--- config.mk ---
export PLATFORM = sky130hd
export DESIGN_NAME = sign_narrow
export DESIGN_NICKNAME = d
export VERILOG_FILES = /design/src/rtl/sign_narrow.sv
export SDC_FILE = /design/constraint.sdc
export NUM_CORES = 1
export LEC_CHECK = 0
export ABC_AREA = 1
export BUFFER_PORTS_ARGS = -buffer_cell sky130_fd_sc_hd__buf_2
export CAP_MARGIN = 10
export CORE_MARGIN = 3
export CORE_UTILIZATION = 55
export CTS_CLUSTER_DIAMETER = 80
export CTS_CLUSTER_SIZE = 20
export DETAILED_ROUTE_END_ITERATION = 10
export PLACE_DENSITY = 0.84
export SYNTH_ARGS = -nofsm -noshare
export SYNTH_HDL_FRONTEND = slang
export SYNTH_SLANG_ARGS = --single-unit
--- constraint.sdc ---
create_clock -name clk -period 4 [get_ports clk]
set_clock_uncertainty 0.15 [all_clocks]
set_input_delay 0 -clock clk [delete_from_list [all_inputs] [get_ports clk]]
set_output_delay 0 -clock clk [all_outputs]
set_load 0.01 [all_outputs]
--- src/rtl/sign_narrow.sv ---
// sign_narrow: signed IN_W -> OUT_W narrowing stage with a 2-entry output buffer.
// Define SIGN_NARROW_SAT_EN to clamp out-of-range words instead of wrapping them.
module sign_narrow #(
    parameter int IN_W  = 32,
    parameter int OUT_W = 16,
    parameter int CNT_W = 8
) (
    input  logic             clk,
    input  logic             rst_n,
    input  logic             in_valid,
    output logic             in_ready,
    input  logic [IN_W-1:0]  in_data,
    output logic             out_valid,
    input  logic             out_ready,
    output logic [OUT_W-1:0] out_data,
    output logic             out_ovf,
    input  logic             ovf_clr,
    output logic [CNT_W-1:0] ovf_count
);

    typedef enum logic [1:0] {
        EMPTY = 2'd0,
        ONE   = 2'd1,
        FULL  = 2'd2
    } state_t;

    typedef struct packed {
        logic             ovf;
        logic [OUT_W-1:0] data;
    } word_t;

    localparam logic [CNT_W-1:0] CNT_ONE = CNT_W'(1);
    localparam logic [CNT_W-1:0] CNT_MAX = '1;
    localparam logic [OUT_W-1:0] POS_MAX = {1'b0, {(OUT_W-1){1'b1}}};
    localparam logic [OUT_W-1:0] NEG_MIN = {1'b1, {(OUT_W-1){1'b0}}};

    state_t           state;
    state_t           state_nx;
    word_t            head;
    word_t            tail;
    word_t            word_in;
    logic [IN_W-OUT_W:0] top;
    logic             in_ovf;
    logic             push;
    logic             pop;
    logic             load_head;
    logic             head_from_tail;
    logic             load_tail;
    logic [CNT_W-1:0] cnt;

    // A word fits when every bit from the OUT_W sign position up is a copy of the sign.
    assign top    = in_data[IN_W-1:OUT_W-1];
    assign in_ovf = ~((&top) | ~(|top));

    always_comb begin
        word_in.ovf  = in_ovf;
        word_in.data = in_data[OUT_W-1:0];
`ifdef SIGN_NARROW_SAT_EN
        if (in_ovf) begin
            word_in.data = in_data[IN_W-1] ? NEG_MIN : POS_MAX;
        end
`endif
    end

    assign in_ready  = (state != FULL) & rst_n;
    assign out_valid = (state != EMPTY);
    assign push      = in_valid & in_ready;
    assign pop       = out_valid & out_ready;

    always_ff @(posedge clk or negedge rst_n) begin
        if (!rst_n) begin
            state <= EMPTY;
        end else begin
            state <= state_nx;
        end
    end

    always_comb begin
        state_nx = state;
        unique case (state)
            EMPTY: begin
                if (push) state_nx = ONE;
            end
            ONE: begin
                unique case (1'b1)
                    push & ~pop: state_nx = FULL;
                    pop & ~push: state_nx = EMPTY;
                    default:     state_nx = ONE;
                endcase
            end
            FULL: begin
                if (pop) state_nx = ONE;
            end
            default: state_nx = EMPTY;
        endcase
    end

    always_comb begin
        load_head      = 1'b0;
        head_from_tail = 1'b0;
        load_tail      = 1'b0;
        unique case (state)
            EMPTY: load_head = push;
            ONE: begin
                load_head = push & pop;
                load_tail = push & ~pop;
            end
            FULL: begin
                load_head      = pop;
                head_from_tail = 1'b1;
            end
            default: ;
        endcase
    end

    always_ff @(posedge clk or negedge rst_n) begin
        if (!rst_n) begin
            head <= '0;
            tail <= '0;
        end else begin
            if (load_head) begin
                head <= head_from_tail ? tail : word_in;
            end
            if (load_tail) begin
                tail <= word_in;
            end
        end
    end

    // Clear wins over a same-cycle overflowing push.
    always_ff @(posedge clk or negedge rst_n) begin
        if (!rst_n) begin
            cnt <= '0;
        end else if (ovf_clr) begin
            cnt <= '0;
        end else if (push & in_ovf & (cnt != CNT_MAX)) begin
            cnt <= cnt + CNT_ONE;
        end
    end

    assign out_data  = head.data;
    assign out_ovf   = head.ovf;
    assign ovf_count = cnt;

endmodule
==> metrics.md, run 1 <==
| Metric | Value |
|---|---|
| Crit path capture type | `register` |
| Hold Worst Slack | `around 41 ps` |
| Gate Count Post-Synth | `292` |
| Worst R2R Path Depth | `7` |
| Initial antenna violation count | `0` |
| Final Util | `75.7%` |
| Slew @ Worst Pin | `~550 ps` |
| Period minus WS final | `between 2000 and 2500 ps` |
| Post-DP Area | `around 2600 um2` |
| Slew Viols, Final | `0` |
| Antenna Violating Nets Remaining | `0` |
| WL met1 | `approximately 2.2 mm` |
| Seq cells post-synth | `44` |
| Post-synth top area share | `between 40% and 50%` |
| GRT Total Usage | `~22%` |
| Hold Path End | `tail[16]$_DFFE_PN0P_` |
| Worst Hold Class | `in -> reg` |
| Largest net degree at the start of global routing | `46` |
| # diodes | `0` |
| DRT Pass-1 Iters | `5` |
| Reg2reg start | `ovf_count[0]$_DFFE_PN0P_` |
| Syn nets | `330` |
| Static Leak | `1.61 nW` |
| Initial core utilization | `59.1%` |
| Flop-to-flop setup slack | `2180 ps` |
| Area contributors post-synth | `dfrtp_1, nand2_1, o21ai_0, inv_1, nand3_1` |
| First-pass GRT wire length | `8.60 mm` |
| CP Max Fanout | `45` |
| Int Pwr | `around 900 uW` |
| CTS H-Tree Depth | `2` |
| Vias in the first global route | `approximately 1900` |
| Full die area | `4880 um2` |
| Final setup viols | `0` |
| Number of synthesized flops with an enable pin | `0` |
| Core footprint | `approximately 3800 um2` |
| GP Congestion | `between 0.7 and 0.8` |
| Num CTS Buffers | `5` |
| Via/cell ratio | `~5.0` |
| Worst EP arrival | `about 2300 ps` |
| Row count | `22` |
| Share of layout cells above drive strength 1 | `about 23%` |
| Comb power frac | `23.1%` |
| Seq/Total Area, Yosys | `roughly half` |
| Worst setup margin | `roughly 1700 ps` |
| Finished Cell Area | `between 2000 and 3000 um2` |
| Area added between synthesis and finish | `28.1%` |
| Sequential power share | `between 40% and 50%` |
| Syn_area_per_cell | `~7.7 um2` |
| Switching part of the total | `29.0%` |
| DR DRC count | `0` |
| Cell with the most instances after synthesis | `nand2_1` |
| GR Overflow Total | `0` |
| Setup repair bufs after CTS | `0` |
| WL met2 | `roughly 2.4 mm` |
| Clk sink count | `between 40 and 50` |
| Synth warn | `0` |
| Total power | `approximately 1.3 mW` |
| RSZ-0062 raised after global routing | `no` |
| Clock power share | `between 20 and 30%` |
| WL/cell | `11.7 um` |
| Worst skew pair latency | `290 ps` |
| CTS tree | `built` |
| Drt total wl | `4.93 mm` |
| Clk slew on worst S/H paths | `around 80 ps` |
| CTS max path bufs | `2` |
| Min-Delay Startpoint | `in_data[31]` |
| Worst Path Required | `approximately 4000 ps` |
| Status | `completed` |
| Pwr dens | `about 440 nW/um2` |
| Critical path class | `in -> reg` |
| Final worst path period share | `approximately 57%` |
| Asr flop ratio synth | `100%` |
| Synth Flop Type | `dfrtp_1` |
| Startpoint types | `input port` |
| Area leader, netlist | `dfrtp_1` |
| Met3 WL post-DR | `around 280 um` |
| Slew HR | `63.3%` |
| Unique masters post-synth | `25` |
| Die Height | `69.9 um` |
| Max Clk Rate | `roughly 440 MHz` |
| Peak VDD IR | `0.332 mV` |
| Switching power total | `between 300 and 400 uW` |
| Pre-CTS setup slack | `~1900 ps` |
| Dpl hpwl | `between 3 and 4 mm` |
| Placed insts | `between 300 and 400` |
| Io pins | `64` |
| Reg-to-Reg End | `ovf_count[3]$_DFFE_PN0P_` |
| Finished Layout Cells | `around 420` |
| PortBufs | `63` |
| Vias | `2097` |
| Synth Cell Area | `2240 um2` |
| Fin Setup TNS | `0 ps` |
| Die Span X | `69.9 um` |
| Min-Delay Path Depth | `5` |
| Nets | `between 400 and 500` |
| Clk Tree Root Cell | `clkbuf_8` |
| Final hold violation count | `0` |
| Synth top cells by count | `nand2_1, dfrtp_1, inv_1, o21ai_0, nand3_1` |
| Top sig layer | `met4` |
| Initial DRC count | `between 100 and 150` |
| Max-cap violation count | `0` |
-- power groups by stage --
stage | registers [mW] | logic, mW | clock network (mW)
after CTS | 0.609 | 0.293 | 0.373
after detailed placement | 0.616 | 0.278 | 0
after global placement | 0.612 | 0.269 | 0
after global routing | 0.624 | 0.338 | 0.390
after floorplan | 0.631 | 0.148 | 0
final | 0.610 | 0.292 | 0.365
-- metal layers --
layer,GRT usage (%),vias up
li1,-,1066
met3,5.32,6
met4,4.47,0
met1,29.4,964
met2,35.5,61
met5,0,-
-- cell usage in the layout (no fill, tap or decap), drive strengths merged, types with 2 or more instances in the layout --
master | netlist | routed
xor2 | 6 | 6
nand4 | 3 | 3
o21ai | 34 | 34
nor2 | 18 | 18
or2 | 2 | 2
dfrtp | 44 | 44
buf | 7 | 64
nand3 | 24 | 24
nand2 | 109 | 109
clkbuf | 2 | 7
nor3 | 3 | 3
dlygate4sd3 | 0 | 18
inv | 36 | 36
-- state kept, by name (all words and copies together), names as in the netlist --
name,flops
tail,17
state,2
out_ovf,1
out_data,16
ovf_count,8
-- cell families after synthesis --
kind of cell,Yosys count,share of synthesized area (%)
xor gates and xnor gates,6,2.34
buffers and inverters,45,8.58
and+or+nand+nor,159,29.9
AOI/OAI and AO/OA,37,9.53
adders and majority gates,1,0.557
DFF,44,49.1
-- worst max-delay path, stage by stage --
cell	delay, ps
dlygate4sd3_1	510
buf_2	100
buf_4	450
inv_1	170
nor3_4	290
nand3_1	180
inv_2	370
o21ai_0	170
-- how the worst max path moves through the flow --
stage | endpoint | start | slack [ps]
floorplan | ovf_count[0]$_DFFE_PN0P_ | ovf_count[0]$_DFFE_PN0P_ | 2430
global placement | tail[10]$_DFFE_PN0P_ | rst_n | 2020
detailed placement | tail[8]$_DFFE_PN0P_ | rst_n | 1910
CTS | tail[8]$_DFFE_PN0P_ | rst_n | 1690
global route | tail[8]$_DFFE_PN0P_ | rst_n | 1480
finish | tail[8]$_DFFE_PN0P_ | rst_n | 1720
-- area by class of cell --
type                            instances  area (um2)
Multi-Input combinational cell        203         951
Sequential cell                        44        1100
Tap cell                               48        60.1
Inverter                               36         135
Fill cell                             286         922
Timing Repair Buffer                   82         503
Clock buffer                            7        96.3
Clock inverter                          1        30.0
-- what timing repair did --
item,4_1_cts,5_1_grt
endpoints found under the hold margin,77,0
resized for setup,0,0
hold buffers,18,0
No activity file was read; power rests on OpenSTA's default activity.
==> run 2, diff against run 1 <==
Settings changed: CORE_UTILIZATION 55 to 47, PLACE_DENSITY 0.84 to 0.76.
Clock period 4 ns to 2 ns, I/O delays scaled along.
==> run 2 against run 1 <==
- critical path type is now reg -> reg
- critical path depth down 1
- combinational power up 100%
- cell count up 1.2%
- wire length up 2.3%
- first-iteration DRC count down 35%
- hold slack better by 10 ps
- via count down 0.67%
- sequential cell count unchanged
- power up 100%
- non-clock buffer count up 2
- critical endpoint is now ovf_count[0]$_DFFE_PN0P_
- worst setup slack worse by 1500 ps
==> metrics.md, run 2 (synthesis gave the netlist of run 1 again) <==
| Metric | Value |
|---|---|
| Status | `completed` |
| Static Leak | `1.61 nW` |
| Core footprint | `about 4500 um2` |
| Critical path class | `reg -> reg` |
| Worst R2R Path Depth | `7` |
| Highest-count cells in the layout ignoring fill and taps | `nand2_1, buf_2, dfrtp_1` |
| Worst Path Required | `a little over 2000 ps` |
| Nets | `412` |
| Max Clk Rate | `approximately 560 MHz` |
| Clock power share | `30.4%` |
| Die Span X | `about 75 um` |
| Pre-CTS setup slack | `between 200 and 250 ps` |
| Worst skew pair latency | `roughly 290 ps` |
| Worst EP arrival | `around 1800 ps` |
| DR DRC count | `0` |
| CTS tree | `built` |
| Initial antenna violation count | `0` |
| PortBufs | `63` |
| Crit path capture type | `register` |
| # diodes | `0` |
| Num CTS Buffers | `5` |
| Switching part of the total | `between 20% and 30%` |
| Max-cap violation count | `0` |
| Clk Tree Root Cell | `clkbuf_8` |
| Clk slew on worst S/H paths | `roughly 80 ps` |
| Sequential power share | `approximately 47%` |
| Largest register FFs | `17` |
| Comb power frac | `22.7%` |
| Hold Path End | `ovf_count[3]$_DFFE_PN0P_` |
| Vias in the first global route | `between 1500 and 2000` |
| GR Overflow Total | `0` |
| Worst Hold Class | `in -> reg` |
| Peak VDD IR | `0.535 mV` |
| Via/cell ratio | `between 4 and 5` |
| Clk sink count | `44` |
| Initial core utilization | `50.2%` |
| CTS max path bufs | `2` |
| Fin Setup TNS | `0 ps` |
| Die Height | `75.1 um` |
| Full die area | `between 5000 and 6000 um2` |
| Period minus WS final | `~1800 ps` |
| Slew @ Worst Pin | `around 550 ps` |
| Dpl hpwl | `3.42 mm` |
| Hold Worst Slack | `about 51 ps` |
| Initial DRC count | `between 90 and 100` |
| CP Max Fanout | `8` |
| GRT Total Usage | `approximately a fifth` |
| Reg-to-Reg End | `ovf_count[0]$_DFFE_PN0P_` |
| Largest net degree at the start of global routing | `45` |
| Most common cell after layout, fill and taps aside | `nand2_1` |
| Min-Delay Path Depth | `4` |
| Total power | `2.59 mW` |
| Final setup viols | `0` |
| RSZ-0062 raised after global routing | `no` |
| Min-Delay Startpoint | `ovf_clr` |
| Int Pwr | `1.86 mW` |
| Flop-to-flop setup slack | `210 ps` |
| First-pass GRT wire length | `about 8.3 mm` |
| Row count | `24` |
| WL/cell | `11.8 um` |
| Reg2reg start | `ovf_count[0]$_DFFE_PN0P_` |
| Vias | `~2100` |
| Biggest register | `tail` |
| Share of layout cells above drive strength 1 | `23.0%` |
| Worst setup margin | `206 ps` |
| Final worst path period share | `between 80% and 90%` |
| Io pins | `64` |
| Slew HR | `between 60% and 70%` |
| Antenna Violating Nets Remaining | `0` |
| Area added between synthesis and finish | `29.2%` |
| Slew Viols, Final | `0` |
| Final hold violation count | `0` |
| Startpoint types | `register` |
| DRT Pass-1 Iters | `5` |
| Drt total wl | `between 5 and 6 mm` |
| Pwr dens | `around 890 nW/um2` |
| Switching power total | `between 700 and 800 uW` |
| GP Congestion | `around 0.79` |
| CTS H-Tree Depth | `2` |
-- run 2: cell count changes in the layout (fill, tap and decap cells not counted) --
cell	delta
bufinv_16	+1
clkinv_2	+1
clkbuf_8	-2
buf_4	+2
inv_2	-1
-- run 2: power groups by stage --
stage	Sequential [mW]	Clock, mW	Combinational, mW
2_1_floorplan	1.26	0	0.297
3_3_place_gp	1.23	0	0.546
3_5_place_dp	1.23	0	0.564
4_1_cts	1.21	0.808	0.593
5_1_grt	1.24	0.834	0.680
6_report	1.21	0.789	0.590
-- run 2: layer usage --
layer,global-route usage [%],vias to the layer above,share of wire (%)
met4,4.94,0,1.0
met3,4.01,7,4.1
met5,0,-,0
met1,26.6,954,46
met2,30.4,46,49
li1,-,1076,-
-- run 2: final cells by class --
| cell class | instances | area, um2 |
|---|---|---|
| Clock buffer | 5 | 68.8 |
| Clock inverter | 2 | 60.1 |
| Fill cell | 388 | 1570 |
| Inverter | 36 | 136 |
| Multi-Input combinational cell | 203 | 951 |
| Sequential cell | 44 | 1100 |
| Tap cell | 52 | 65.1 |
| Timing Repair Buffer | 84 | 518 |
-- run 2: per-stage QoR --
stage	std cells	util [%]	cell area [um2]
after floorplan	292	-	2240
after global placement	401	57.9	2590
after detailed placement	401	57.9	2590
after CTS	426	64.8	2900
after global routing	426	64.8	2900
final	426	64.8	2900
-- run 2: what timing repair did --
action / in CTS / in global routing
hold buffers: 18 / 0
endpoints found under the hold margin: 78 / 0
endpoints found under the setup margin: 0 / 8
resized for setup: 0 / 1
setup buffers: 0 / 0
-- run 2: worst max-delay path, cell delays in order (launching register included) --
cell and delay (ps):
dfrtp_1 430, ha_1 240, nand3_1 120, nor2_1 70, nand4_1 110, nand4_1 330, nand3_1 180, nand2_1 70
-- run 2: how the worst max path moves through the flow --
stage / startpoint / endpoint / slack (ps) / depth (start not counted)
2_1_floorplan: ovf_count[0]$_DFFE_PN0P_ / ovf_count[0]$_DFFE_PN0P_ / 430 / 7
3_3_place_gp: ovf_count[0]$_DFFE_PN0P_ / ovf_count[6]$_DFFE_PN0P_ / 240 / 7
3_5_place_dp: state[1]$_DFFE_PN0P_ / tail[1]$_DFFE_PN0P_ / 210 / 6
4_1_cts: state[1]$_DFFE_PN0P_ / tail[1]$_DFFE_PN0P_ / 200 / 6
5_1_grt: ovf_count[0]$_DFFE_PN0P_ / ovf_count[4]$_DFFE_PN0P_ / 20 / 7
6_report: ovf_count[0]$_DFFE_PN0P_ / ovf_count[0]$_DFFE_PN0P_ / 210 / 7
==> run 3, diff against run 2 <==
Settings changed: CELL_PAD_IN_SITES_DETAIL_PLACEMENT set to 0, CELL_PAD_IN_SITES_GLOBAL_PLACEMENT set to 1, CORE_UTILIZATION 47 to 33, PLACE_DENSITY 0.76 to unset, PLACE_DENSITY_LB_ADDON set to 0.1.
==> run 3 against run 2 <==
- largest power group unchanged
- combinational power is essentially flat
- first-iteration DRC count is 18% lower
- global-route usage shrank 5.3 points
- register-to-register slack is essentially flat
- wire length is 1.1% higher
- maximum frequency about the same
- cell count grew 6.1%
- via count shrank 4.8%
- hold slack better by 12 ps
- worst setup slack worse by 1.2 ps
==> metrics.md, run 3 (synthesis gave the netlist of run 1 again) <==
| Metric | Value |
|---|---|
| Peak VDD IR | `approximately 0.46 mV` |
| Setup repair bufs after CTS | `0` |
| RSZ-0062 raised after global routing | `no` |
| Highest-count cells in the layout ignoring fill and taps | `nand2_1, buf_2, dfrtp_1` |
| Num CTS Buffers | `5` |
| Most common cell after layout, fill and taps aside | `nand2_1` |
| Via/cell ratio | `4.38` |
| Largest net degree at the start of global routing | `45` |
| Initial antenna violation count | `0` |
| Share of layout cells above drive strength 1 | `about 23%` |
| Slew HR | `approximately 61%` |
| Max-cap violation count | `0` |
| GR Overflow Total | `0` |
| Row count | `29` |
| Sequential power share | `roughly half` |
| Max Clk Rate | `557 MHz` |
| Slew @ Worst Pin | `between 500 and 600 ps` |
| Biggest register | `tail` |
| Int Pwr | `around 1.6 mW` |
| Crit path capture type | `register` |
| Cells along the critical path | `inv_2 > nor2_4 > nor3_4 > nand3_1 > inv_2 > o21ai_0` |
| Worst setup margin | `just over 200 ps` |
| Antenna Violating Nets Remaining | `0` |
| Comb power frac | `around a quarter` |
| Switching power total | `between 700 and 800 uW` |
| GP Congestion | `roughly 0.78` |
| CP Max Fanout | `32` |
| Drt total wl | `slightly above 5 mm` |
| Dpl hpwl | `roughly 3.6 mm` |
| DR DRC count | `0` |
| Worst skew pair latency | `280 ps` |
| Initial core utilization | `roughly a third` |
| Period minus WS final | `about 1800 ps` |
| WL/cell | `approximately 11 um` |
| Full die area | `~8000 um2` |
| PortBufs | `63` |
| Pre-CTS setup slack | `roughly 170 ps` |
| Clk slew on worst S/H paths | `about 70 ps` |
| Critical-path top delay cell | `inv_2` |
| Final Util | `between 40% and 50%` |
| Clock power share | `23.7%` |
| Final hold violation count | `0` |
| Worst EP arrival | `approximately 1800 ps` |
| Vias in the first global route | `1865` |
| Initial DRC count | `78` |
| Core footprint | `between 6000 and 7000 um2` |
| Startpoint types | `register` |
| First-pass GRT wire length | `approximately 8.5 mm` |
| Die Height | `~88 um` |
| DRT Pass-1 Iters | `4` |
| Nets | `412` |
| Pwr dens | `roughly 810 nW/um2` |
| Final worst path period share | `between 80% and 90%` |
| Worst Hold Class | `in -> reg` |
| Clk sink count | `between 40 and 50` |
| Die Span X | `about 88 um` |
| Crit path largest cell delay | `a little under 400 ps` |
| Vias | `1982` |
| Critical path class | `reg -> reg` |
| Status | `completed` |
| CTS H-Tree Depth | `2` |
| Switching part of the total | `between 30% and 40%` |
| Worst Path Required | `2000 ps` |
| Largest register FFs | `17` |
| Static Leak | `1.60 nW` |
| Fin Setup TNS | `0 ps` |
| Post-CTS sizing | `0` |
| Slew Viols, Final | `0` |
| # diodes | `0` |
| CTS tree | `built` |
| Finished Layout Cells | `around 450` |
| Placed insts | `around 430` |
| Critical path's most frequent cell | `inv_2` |
| CTS max path bufs | `2` |
| GRT Total Usage | `13.8%` |
| Final setup viols | `0` |
| Filler cells | `approximately 700` |
| Area added between synthesis and finish | `28.8%` |
| Io pins | `64` |
| Clk Tree Root Cell | `clkbuf_8` |
==> run 3: metrics by stage <==
step | hold slack, ps | power (mW) | area (um2)
CTS | 53.2 | 2.41 | 2890
global route | 102 | 2.56 | 2890
detailed placement | 25.3 | 1.80 | 2620
finish | 63.0 | 2.35 | 2890
floorplan | -446 | 1.56 | 2240
global placement | 25.9 | 1.79 | 2620
==> run 3: critical path: cells and delay by family, from the launching register on <==
kind	cells	cell delay [ps]
buf+inv	2	500
simple gates	3	490
flops	1	370
compound gates	1	140
==> run 3: layer usage <==
metal	GRT usage, %	vias up	wire length (um)
met1	19.3	870	2530
li1	-	1069	-
met3	2.70	2	230
met5	0	-	0
met2	21.7	41	2300
met4	4.12	0	31
==> run 3: worst paths after layout <==
check,startpoint,end,slack [ps],cells after the start
min in group asynchronous,rst_n,out_ovf$_DFFE_PN0P_,230,3
hold / removal,in_valid,state[0]$_DFFE_PN0P_,60,5
hold reg to reg,out_data[11]$_DFFE_PN0P_,out_data[11]$_DFFE_PN0P_,320,2
max in group asynchronous,rst_n,tail[5]$_DFFE_PN0P_,1080,3
setup / recovery,state[1]$_DFFE_PN0P_,tail[4]$_DFFE_PN0P_,200,6
setup reg to reg,state[1]$_DFFE_PN0P_,tail[4]$_DFFE_PN0P_,200,6
==> run 3: final cells by class <==
type	count	area, um2	share of cell area [%]
Sequential cell	44	1100	38.1
Multi-Input combinational cell	203	951	32.9
Timing Repair Buffer	84	518	17.9
Inverter	36	135	4.67
Tap cell	77	96.3	3.33
Clock buffer	8	90.1	3.12
==> run 3: timing repair <==
item / in CTS / in global routing
hold buffers: 18 / 0
endpoints found under the setup margin: 0 / 0
endpoints found under the hold margin: 78 / 0
==> run 3: power by group through the flow <==
stage               logic (mW)  clock network (mW)  registers, mW
global route             0.690               0.637           1.24
finish                   0.588               0.558           1.21
CTS                      0.602               0.597           1.21
floorplan                0.297                   0           1.26
detailed placement       0.572                   0           1.23
global placement         0.565                   0           1.22
